==> src/rtl/alu_core.sv <==
// Registered add/subtract ALU with NZCV flags and one cycle of latency.
// Defining ALU_SAT_EN makes signed overflow clamp Result to the largest or smallest signed value.
module alu_core #(
   parameter int WIDTH = 16
) (
   input  logic             clk,
   input  logic             rst,
   input  logic [WIDTH-1:0] A,
   input  logic [WIDTH-1:0] B,
   input  logic             Cin,
   input  logic [1:0]       S,
   output logic [WIDTH-1:0] Result,
   output logic             C,
   output logic             V,
   output logic             Z,
   output logic             N
);

   localparam int MSB = WIDTH - 1;

   logic [WIDTH-1:0] bx;
   logic             ci;
   logic [WIDTH:0]   sum_ext;
   logic [WIDTH-1:0] sum;
   logic             cout;
   logic             ovf;
   logic [WIDTH-1:0] res_next;
   logic             z_next;
   logic             n_next;

   // Subtraction uses ~B with a carry-in: 1 for S=10, Cin for S=11.
   always_comb begin
      bx      = S[1] ? ~B : B;
      ci      = S[0] ? Cin : S[1];
      sum_ext = {1'b0, A} + {1'b0, bx} + {{WIDTH{1'b0}}, ci};
      sum     = sum_ext[WIDTH-1:0];
      cout    = sum_ext[WIDTH];
      ovf     = (A[MSB] == bx[MSB]) && (sum[MSB] != A[MSB]);
   end

`ifdef ALU_SAT_EN
   // The sign of A gives the direction of the overflow.
   always_comb begin
      res_next = sum;
      if (ovf) begin
         res_next = A[MSB] ? {1'b1, {(WIDTH-1){1'b0}}} : {1'b0, {(WIDTH-1){1'b1}}};
      end
   end
`else
   always_comb begin
      res_next = sum;
   end
`endif

   always_comb begin
      z_next = (res_next == '0);
      n_next = res_next[MSB];
   end

   always_ff @(posedge clk or posedge rst) begin
      if (rst) begin
         Result <= '0;
         C      <= 1'b0;
         V      <= 1'b0;
         Z      <= 1'b0;
         N      <= 1'b0;
      end else begin
         Result <= res_next;
         C      <= cout;
         V      <= ovf;
         Z      <= z_next;
         N      <= n_next;
      end
   end

endmodule

==> config.mk <==
export PLATFORM = sky130hd
export DESIGN_NAME = alu_core
export DESIGN_NICKNAME = d
export VERILOG_FILES = /design/src/rtl/alu_core.sv
export SDC_FILE = /design/constraint.sdc
export NUM_CORES = 1
export LEC_CHECK = 0
export CAP_MARGIN = 40
export CORE_MARGIN = 2
export CORE_UTILIZATION = 45
export CTS_CLUSTER_SIZE = 8
export DETAILED_ROUTE_END_ITERATION = 8
export PLACE_DENSITY = 0.81
export SYNTH_ARGS = -nofsm -noshare
export SYNTH_HDL_FRONTEND = slang
export SYNTH_SLANG_ARGS = --single-unit
==> constraint.sdc <==
create_clock -name clk -period 1.1 [get_ports clk]
set_clock_uncertainty 0.15 [all_clocks]
set_input_delay 0.33 -clock clk [delete_from_list [all_inputs] [get_ports clk]]
set_output_delay 0.33 -clock clk [all_outputs]
set_load 0.02 [all_outputs]
==> results of run 1 <==
repair_timing:
item,CTS
resized for setup,182
setup buffers,11
cloned,0
setup endpoints to repair,39
pin swaps,34
cell families after synthesis:
group / Yosys count
adders and majority gates: 17
AOI/OAI and AO/OA: 47
DFF: 19
and+or+nand+nor: 48
muxes: 1
buffers and inverters: 14
xor gates and xnor gates: 20
synthesized netlist by cell type, types with 3 or more instances:
cell type	count	area share, %
inv_1	10	2.4
or3_1	5	2.0
dfrtp_1	19	31
nand3_1	3	0.96
xnor2_1	4	2.2
a21o_1	5	2.4
nor3_1	6	1.9
nor2_1	8	1.9
ha_1	15	12
nor2b_1	3	1.2
a21oi_1	10	3.2
a2111o_1	3	2.2
nand2_1	8	1.9
clkbuf_1	3	0.72
o21a_1	4	1.9
and2_1	5	2.0
o21ai_0	9	2.9
xor2_1	16	9.0
metrics by stage:
| step | setup TNS [ns] | instance area, sq um | std cells | hold WS [ns] |
|---|---|---|---|---|
| CTS | -26.81 | 2885 | 324 | 0.2085 |
| detailed placement | -41.02 | 2542 | 309 | 0.5343 |
| global placement | -38.89 | 2542 | 309 | 0.5005 |
| floorplan | -25.34 | 1635 | 166 | 0.1311 |
==> qor.csv, run 1 <==
metric,value,unit
failing_step,5_1_grt,
h-tree-depth,1,
start_util,46.68,%
antenna_found_initial,0,
cts_buffer_depth,2,
synth_top_family_by_area,compound AO/OA/AOI/OAI gates,
row_count,21,
die_x,62.84,um
synth_ff_type,dfrtp_1,
clock_sinks,19,
top_level_ports,57,
synthXorXnorAreaFrac,11.24,%
ctsRootBufferMaster,clkbuf_4,
synth-adder-area-share,14.62,%
syn_avg_cell_area,9.384,sq um
synth-seq-area-share,30.52,%
synth-simple-area-share,17.03,%
synth_mux_area_share,0.6426,%
cts_buffers,3,
synth_edf_count,0,
place_ws,-2.537,ns
yosysWarnings,0,
hold_buffers,0,
error,[ERROR DPL-0033] detailed placement checks failed during check placement.,
synth_cell_types,42,
ys_ff_latch,19,
grt_max_degree,20,
place_congestion,0.8663,
synthesis.area,1558,sq um
hpwl,3.396,mm
outcome,did not finish,
die_h,62.84,um
syn-instance-count,166,
synth_compound_area_share,22.33,%
endpoint_type,register data pin,
crit_endpoint,Z$_DFF_PP0_/D,
io_buffer_count,56,
synthArstFlopShare,100.0,%
synth_nets,220,
==> run 2: changes to the inputs <==
CORE_UTILIZATION = 33   (was 45)
CTS_CLUSTER_SIZE = unset   (was 8)
PLACE_DENSITY = unset   (was 0.81)
PLACE_DENSITY_LB_ADDON = 0.15   (was unset)
==> run 2 against run 1 <==
Compared with the run above:
- area after synthesis did not move
- synthesized cell count did not move
- the flow now finishes, with violations (negative setup slack)
==> qor.csv, run 2 <==
metric,value,unit
synth_edf_count,0,
syn-instance-count,166,
grt_util_met3,1.381,%
setup_violations,39,
regMostFlops,Result,
syn_avg_cell_area,9.384,sq um
dr.pass1.iters,4,
vias,1697,
synth_top_cell_by_area,dfrtp_1,
arrival,2.97,ns
route.detailed.drc,0,
grt_first_pass_wirelength,7.776,mm
dieArea,5286,sq um
yosys.cell_count.top_type,dfrtp_1,
power.leakage,1.430,nW
area_delta_synth_final,95.66,%
failed_checks,negative setup slack,
synth_nets,220,
synth-seq-area-share,30.52,%
die_x,72.71,um
min_path_type,input port to async pin,
largest_reg_flops,15,
fmax,336.0,MHz
hold_viol_final,0,
grtUsageTotal,18.44,%
drive_gt1_share,48.23,%
rsz0062_at_grt,true,
slew_violations,0,
grt-busiest-layer,met2,
worstSetupStartpoint,S[0],
top_level_ports,57,
design.core.area,4444,sq um
start_util,35.05,%
wl,4.894,mm
powerDensity,1330,nW/um^2
mostFrequentLayoutCells,"50 x buf_4, 29 x buf_6, 22 x clkdlybuf4s50_1, 19 x dfrtp_1, 14 x xor2_1",
hpwl,3.443,mm
final.setup.tns,-25.73,ns
io_buffer_count,56,
final_cells,334,
start_kind,input port,
layout_commonest_cell,buf_4,
grtUsageMet1,23.26,%
cap_violations,0,
path_clk_slew,0.08,ns
synthArstFlopShare,100.0,%
synth_commonest_cells,"19 x dfrtp_1, 16 x xor2_1, 15 x ha_1",
design_area,3048,sq um
wire_per_inst,14.65,um
grt_pass1_vias,1734,
row_count,24,
h-tree-depth,1,
clock_sinks,19,
place_congestion,0.8568,
place_area,2565,sq um
worst_setup_path_end_kind,flip-flop,
grt_use_met2,33.84,%
place_ws,-2.514,ns
overflow,0,
vias_per_cell,5.081,
synthesis.area,1558,sq um
cts_buffers,3,
ant_nets,0,
cts_buffer_depth,2,
synth_ff_type,dfrtp_1,
crit_fanout,6,
cts_tree,yes,
worstPathRequired,1.09,ns
tightest_slew,0.4388,ns
antenna_found_initial,0,
setup_slack,-1.876,ns
netlist_top_cells_area,"dfrtp_1 31%, ha_1 12%, xor2_1 9.0%",
ys_ff_latch,19,
grt_max_degree,20,
maxSlewHeadroom,70.49,%
nFillCells,342,
critPathKind,input port to flip-flop,
first_iter_violations,32,
synth_top_area_share,30.52,%
layout_min_cycle_time,2.976,ns
ctsRootBufferMaster,clkbuf_8,
peakVddDrop,580.7,uV
synth_cell_types,42,
fin_crit_sh,270.6,%
outcome,"finished, violations left",
nets,337,
antenna_cells,0,
yosysWarnings,0,
place_inst,317,
die_h,72.71,um
finalPower,0.004054,W
-- run 2: cell families after synthesis --
kind of cell	Yosys count	synth area share [%]
adders and majority gates	17	14.62
xor gates and xnor gates	20	11.24
AOI/OAI and AO/OA	47	22.33
muxes	1	0.6426
DFF	19	30.52
and+or+nand+nor	48	17.03
buffers and inverters	14	3.615
-- run 2: cell type report --
type	instances	area, sq um	area share (%)
Multi-Input combinational cell	133	1326	43.51
Clock buffer	3	41.29	1.355
Sequential cell	19	475.5	15.60
Tap cell	52	65.06	2.135
Timing Repair Buffer	116	1097	36.00
Clock inverter	1	5.005	0.1642
Inverter	10	37.54	1.232
-- run 2: critical path, cell delays in order --
cell and delay, ns:
buf_6 0.10, mux2i_4 0.18, fa_2 0.41, fa_2 0.39
nor2b_4 0.15, buf_6 0.11, o2111a_2 0.22, nor4_4 0.07
buf_4 0.16, o31ai_4 0.26, buf_4 0.19, xor2_4 0.09
a2111oi_4 0.31
-- run 2: how the worst max path moves through the flow --
stage | to | slack, ns
floorplan | Z | -2.02
global placement | Z | -2.44
detailed placement | Z | -2.51
CTS | Z | -1.93
global route | Z | -1.98
finish | Z | -1.88
-- run 2: metrics by stage --
| step | utilization, % | hold WS (ns) |
|---|---|---|
| detailed placement | 57.71 | 0.5235 |
| global route | 68.58 | 0.2705 |
| global placement | 57.71 | 0.5151 |
| finish | 68.58 | 0.2484 |
| floorplan | - | 0.1311 |
| CTS | 65.63 | 0.2557 |
-- run 2: routing by layer --
layer	up-vias	part of all wire (%)	wire, um
met5	-	0	0
met4	0	1.3	66
met3	9	4.7	232
met2	54	51	2496
met1	794	43	2099
li1	840	-	-
-- run 2: timing repair --
action                     in CTS  in global routing
setup endpoints to repair      39                 39
gates resized for setup       182                 34
hold buffers                    0                  0
pin swaps                      34                 27
hold endpoints to repair        0                  0
setup buffers                  10                  5
-- run 2: power breakdown --
group	internal (W)	switching, W	leakage [nW]	total, W
logic	0.00141	0.00119	1.18	0.00261
clock network	0.000251	0.000235	0.0255	0.000486
registers	0.000875	0.0000867	0.223	0.000962
No activity file was read; power rests on OpenSTA's default activity.
==> run 3: changes to the inputs <==
CORE_AREA = 2 2 63 65   (was unset)
CORE_MARGIN = unset   (was 2)
CORE_UTILIZATION = unset   (was 33)
DIE_AREA = 0 0 65 67   (was unset)
SKIP_CTS_REPAIR_TIMING = 1   (was unset)
==> run 3 against run 2 <==
Compared with the run above:
- count of clock-buffer cells in the layout increased by 1
- die area shrank 18%
- utilization up 13 points
- cell area down 3.1%
- maximum frequency fell by 2.7%
- clock power is 6.8% lower
- total power is 3.5% lower
- the flow still finishes with violations (negative setup slack)
- worst setup slack worse by 0.084 ns
- first-iteration DRC count grew 130%
- critical path type unchanged
- combinational power fell by 5%
==> qor.csv, run 3 (synthesis results as in run 2) <==
metric,value,unit
cts_buffers,3,
crit_fanout,5,
slowest_stage,a2111o_1,
route.detailed.drc,0,
regArea,475.5,sq um
outcome,"finished, violations left",
setup_violations,39,
finalPower,0.003914,W
arrival,3.05,ns
place_ws,-2.509,ns
largest_reg_flops,15,
worst_setup_path_end_kind,flip-flop,
slew_violations,0,
wire_per_inst,15.52,um
nets,333,
place_congestion,0.8699,
cts_tree,yes,
vias,1700,
top_level_ports,57,
worstSetupStartpoint,S[1],
grt_max_degree,20,
maxSlewHeadroom,68.61,%
row_count,22,
fin_crit_sh,278.2,%
path_cells,"buf_6, buf_8, xnor2_4, fa_2, fa_2, nor2b_2, o21a_1, o21ai_2, a2111o_1, nor4b_2, o2111ai_2, a2111oi_4",
cts_buffer_depth,2,
path_clk_slew,0.06,ns
start_util,43.20,%
grtUsageTotal,19.12,%
worstPathRequired,1.09,ns
peakVddDrop,539.4,uV
rsz0062_at_grt,true,
nFillCells,201,
start_kind,input port,
io_buffer_count,56,
cap_violations,0,
tightest_slew,0.4674,ns
ant_nets,0,
die_x,65,um
min_path_type,input port to async pin,
setup_slack,-1.960,ns
dieArea,4355,sq um
first_iter_violations,74,
die_h,67,um
failed_checks,negative setup slack,
vias_per_cell,5.215,
clock_sinks,19,
grt_first_pass_wirelength,6.603,mm
layout_min_cycle_time,3.060,ns
area_delta_synth_final,89.64,%
hold_viol_final,0,
crit_path_frequent_cell,fa_2,
grt_pass1_vias,1544,
mostFrequentLayoutCells,"50 x buf_4, 27 x clkdlybuf4s50_1, 25 x buf_6, 19 x dfrtp_1, 14 x ha_1",
hpwl,3.467,mm
final.setup.tns,-27.22,ns
h-tree-depth,1,
dr.pass1.iters,4,
fmax,326.8,MHz
cpPeakStageDelay,0.42,ns
design.core.area,3606,sq um
multi_input_area,1281,sq um
antenna_cells,0,
layout_commonest_cell,buf_4,
drive_gt1_share,44.24,%
wl,5.061,mm
critPathKind,input port to flip-flop,
power.leakage,1.399,nW
overflow,0,
ctsRootBufferMaster,clkbuf_8,
antenna_found_initial,0,
timing.hold.ws,0.2826,ns
powerDensity,1325,nW/um^2
regMostFlops,Result,
## run 3: how the worst max path moves through the flow
| stage | endpoint | slack (ns) |
|---|---|---|
| finish | Z | -1.96 |
| detailed placement | Z | -2.51 |
| global route | Z | -2.05 |
| floorplan | Z | -2.02 |
| global placement | Z | -2.39 |
| CTS | Z | -2.26 |
## run 3: final cells by class
cell class / count / share of cell area (%)
Clock buffer: 4 / 1.525
Multi-Input combinational cell: 133 / 43.37
Timing Repair Buffer: 112 / 35.71
Sequential cell: 19 / 16.09
Tap cell: 48 / 2.033
Inverter: 10 / 1.271
## run 3: report_power, final
group | internal (W) | leakage, nW | switching, W
sequential | 0.000877 | 0.223 | 0.0000904
clock | 0.000256 | 0.0228 | 0.000197
combinational | 0.00132 | 1.15 | 0.00118
## run 3: stage by stage
stage	cell area [sq um]	utilization (%)	std cells
final	2954	81.92	326
after global routing	2954	81.92	326
after CTS	2575	71.41	313
after detailed placement	2530	70.16	309
after global placement	2530	70.16	309
after floorplan	1635	-	166
## run 3: worst max-delay path, delay by kind of cell
kind / cells / cell delay [ns]
AOI/OAI and AO/OA: 5 / 1.11
buffers and inverters: 2 / 0.22
xor gates and xnor gates: 1 / 0.12
and+or+nand+nor: 2 / 0.48
adders and majority gates: 2 / 0.78
## run 3: metal layers
metal | global-route usage, % | vias up | wire length, um
met4 | 4.787 | 0 | 70
met3 | 1.351 | 6 | 163
met5 | 0 | - | 0
met2 | 34.41 | 47 | 2825
met1 | 24.79 | 818 | 2001
li1 | - | 829 | -
==> run 4: changes to the inputs <==
PLACE_DENSITY = 0.89   (was unset)
PLACE_DENSITY_LB_ADDON = unset   (was 0.15)
SETUP_SLACK_MARGIN = 0.05   (was unset)
clock period = 2.93 ns   (was 1.1 ns; I/O delays follow)
==> run 4 against run 3 <==
Compared with the run above:
- the flow still finishes with violations (negative setup slack)
- cell area fell by 6.3%
- global-route usage fell by 1.9 points
- via count rose by 2.9%
- total power fell by 65%
- largest cell class unchanged
==> qor.csv, run 4 (synthesis results as in run 2) <==
metric,value,unit
final.setup.tns,-2.818,ns
slew_violations,0,
fmax,282.8,MHz
vias,1750,
crit_fanout,2,
path_clk_slew,0.07,ns
rsz0062_at_grt,true,
setup_violations,8,
row_count,22,
top_layer_used,met4,
grtUsageTotal,17.21,%
arrival,3.53,ns
drive_gt1_share,32.10,%
wl_met3,289,um
setup_slack,-0.6066,ns
clkPwrFrac,12.5,%
combPwrFrac,62.5,%
cts_buffer_depth,2,
grt_max_degree,20,
first_iter_violations,85,
regMostFlops,Result,
tightest_slew,0.6646,ns
wl,4.779,mm
ant_nets,0,
vias_per_cell,5.486,
design.core.area,3606,sq um
start_kind,input port,
m1WireLength,1.861,mm
antenna_found_initial,0,
powerDensity,499.7,nW/um^2
fin_crit_sh,120.7,%
grt_pass1_vias,1415,
wl_met2,2.411,mm
ctsRootBufferMaster,clkbuf_8,
worstPathRequired,2.93,ns
worst_setup_path_end_kind,flip-flop,
wire_per_inst,14.98,um
area_delta_synth_final,77.67,%
place_congestion,0.8932,
maxSlewHeadroom,55.22,%
outcome,"finished, violations left",
layout_commonest_cell,buf_4,
die_h,67,um
design_area,2768,sq um
path_cells,"buf_6, mux2i_2, fa_2, fa_2, nor2b_4, o21a_1, o21ai_2, a2111o_1, nor4b_2, o2111ai_2, a2111oi_4",
crit_buf_inv,1,
place_area,2495,sq um
crit_path_frequent_cell,fa_2,
seq_power_share,25.0,%
min_path_type,input port to async pin,
hold_viol_final,0,
layout_min_cycle_time,3.537,ns
failed_checks,negative setup slack,
cpPeakStageDelay,0.42,ns
largest_reg_flops,15,
grt_first_pass_wirelength,5.982,mm
p_sw,0.0005119,W
nets,326,
overflow,0,
power.leakage,1.306,nW
place_ws,-1.335,ns
top_level_ports,57,
cts_tree,yes,
cap_violations,0,
hpwl,2.971,mm
peakVddDrop,220.8,uV
die_x,65,um
start_util,43.20,%
antenna_cells,0,
io_buffer_count,56,
cts_buffers,3,
p_sw_share,37.01,%
critPathKind,input port to flip-flop,
dieArea,4355,sq um
crit_family,compound AO/OA/AOI/OAI gates,
dr.pass1.iters,5,
slowest_stage,fa_2,
route.detailed.drc,0,
h-tree-depth,1,
mostFrequentLayoutCells,"46 x buf_4, 44 x clkdlybuf4s50_1, 19 x dfrtp_1, 14 x xor2_1, 13 x ha_1",
p_int,0.0008712,W
clock_sinks,19,
==> run 4: cell types whose count changed in the layout (fill, tap and decap cells not counted), moves of 2 or more <==
cell,change
a21oi_1,+2
a21oi_2,-2
buf_4,-4
buf_6,-22
clkdlybuf4s50_1,+17
dlymetal6s2s_1,+2
ha_2,+2
inv_1,+2
inv_2,-2
o21ai_0,+3
o21ai_4,-2
xnor2_1,+2
==> run 4: worst paths after layout <==
kind                       startpoint  cells past startpoint   endpoint  slack [ns]
setup / recovery                 S[0]                     11          Z       -0.61
hold / removal                    rst                      2  Result[9]        0.87
max in group asynchronous         rst                      2  Result[8]        1.34
min in group clk                 A[0]                      4  Result[0]        0.96
==> run 4: cell type report <==
cell class | count | area, sq um
Clock buffer | 4 | 45.04
Sequential cell | 19 | 475.5
Tap cell | 48 | 60.06
Timing Repair Buffer | 105 | 972.2
Fill cell | 239 | 838.3
Multi-Input combinational cell | 133 | 1177
Inverter | 10 | 37.54
==> run 4: power groups by stage <==
stage                     sequential (W)  clock (W)  combinational [W]
final                           0.000346   0.000173           0.000865
after global routing            0.000350   0.000191           0.000920
after CTS                       0.000347   0.000173           0.000758
after detailed placement        0.000351          0           0.000753
after global placement          0.000349          0           0.000737
after floorplan                 0.000439          0           0.000309
==> run 4: through the flow <==
step	total power (W)	utilization [%]	instances	hold WS, ns
after floorplan	0.0007490	-	166	0.6801
after global placement	0.001086	69.19	306	1.153
after detailed placement	0.001104	69.19	306	1.146
after CTS	0.001278	70.44	310	0.8957
after global routing	0.001461	76.75	319	0.9324
final	0.001383	76.75	319	0.8719
==> run 4: layer usage <==
metal,vias to the layer above,GRT usage [%]
li1,814,-
met1,804,23.25
met2,105,29.25
met3,27,0.8446
met4,0,6.117
met5,-,0
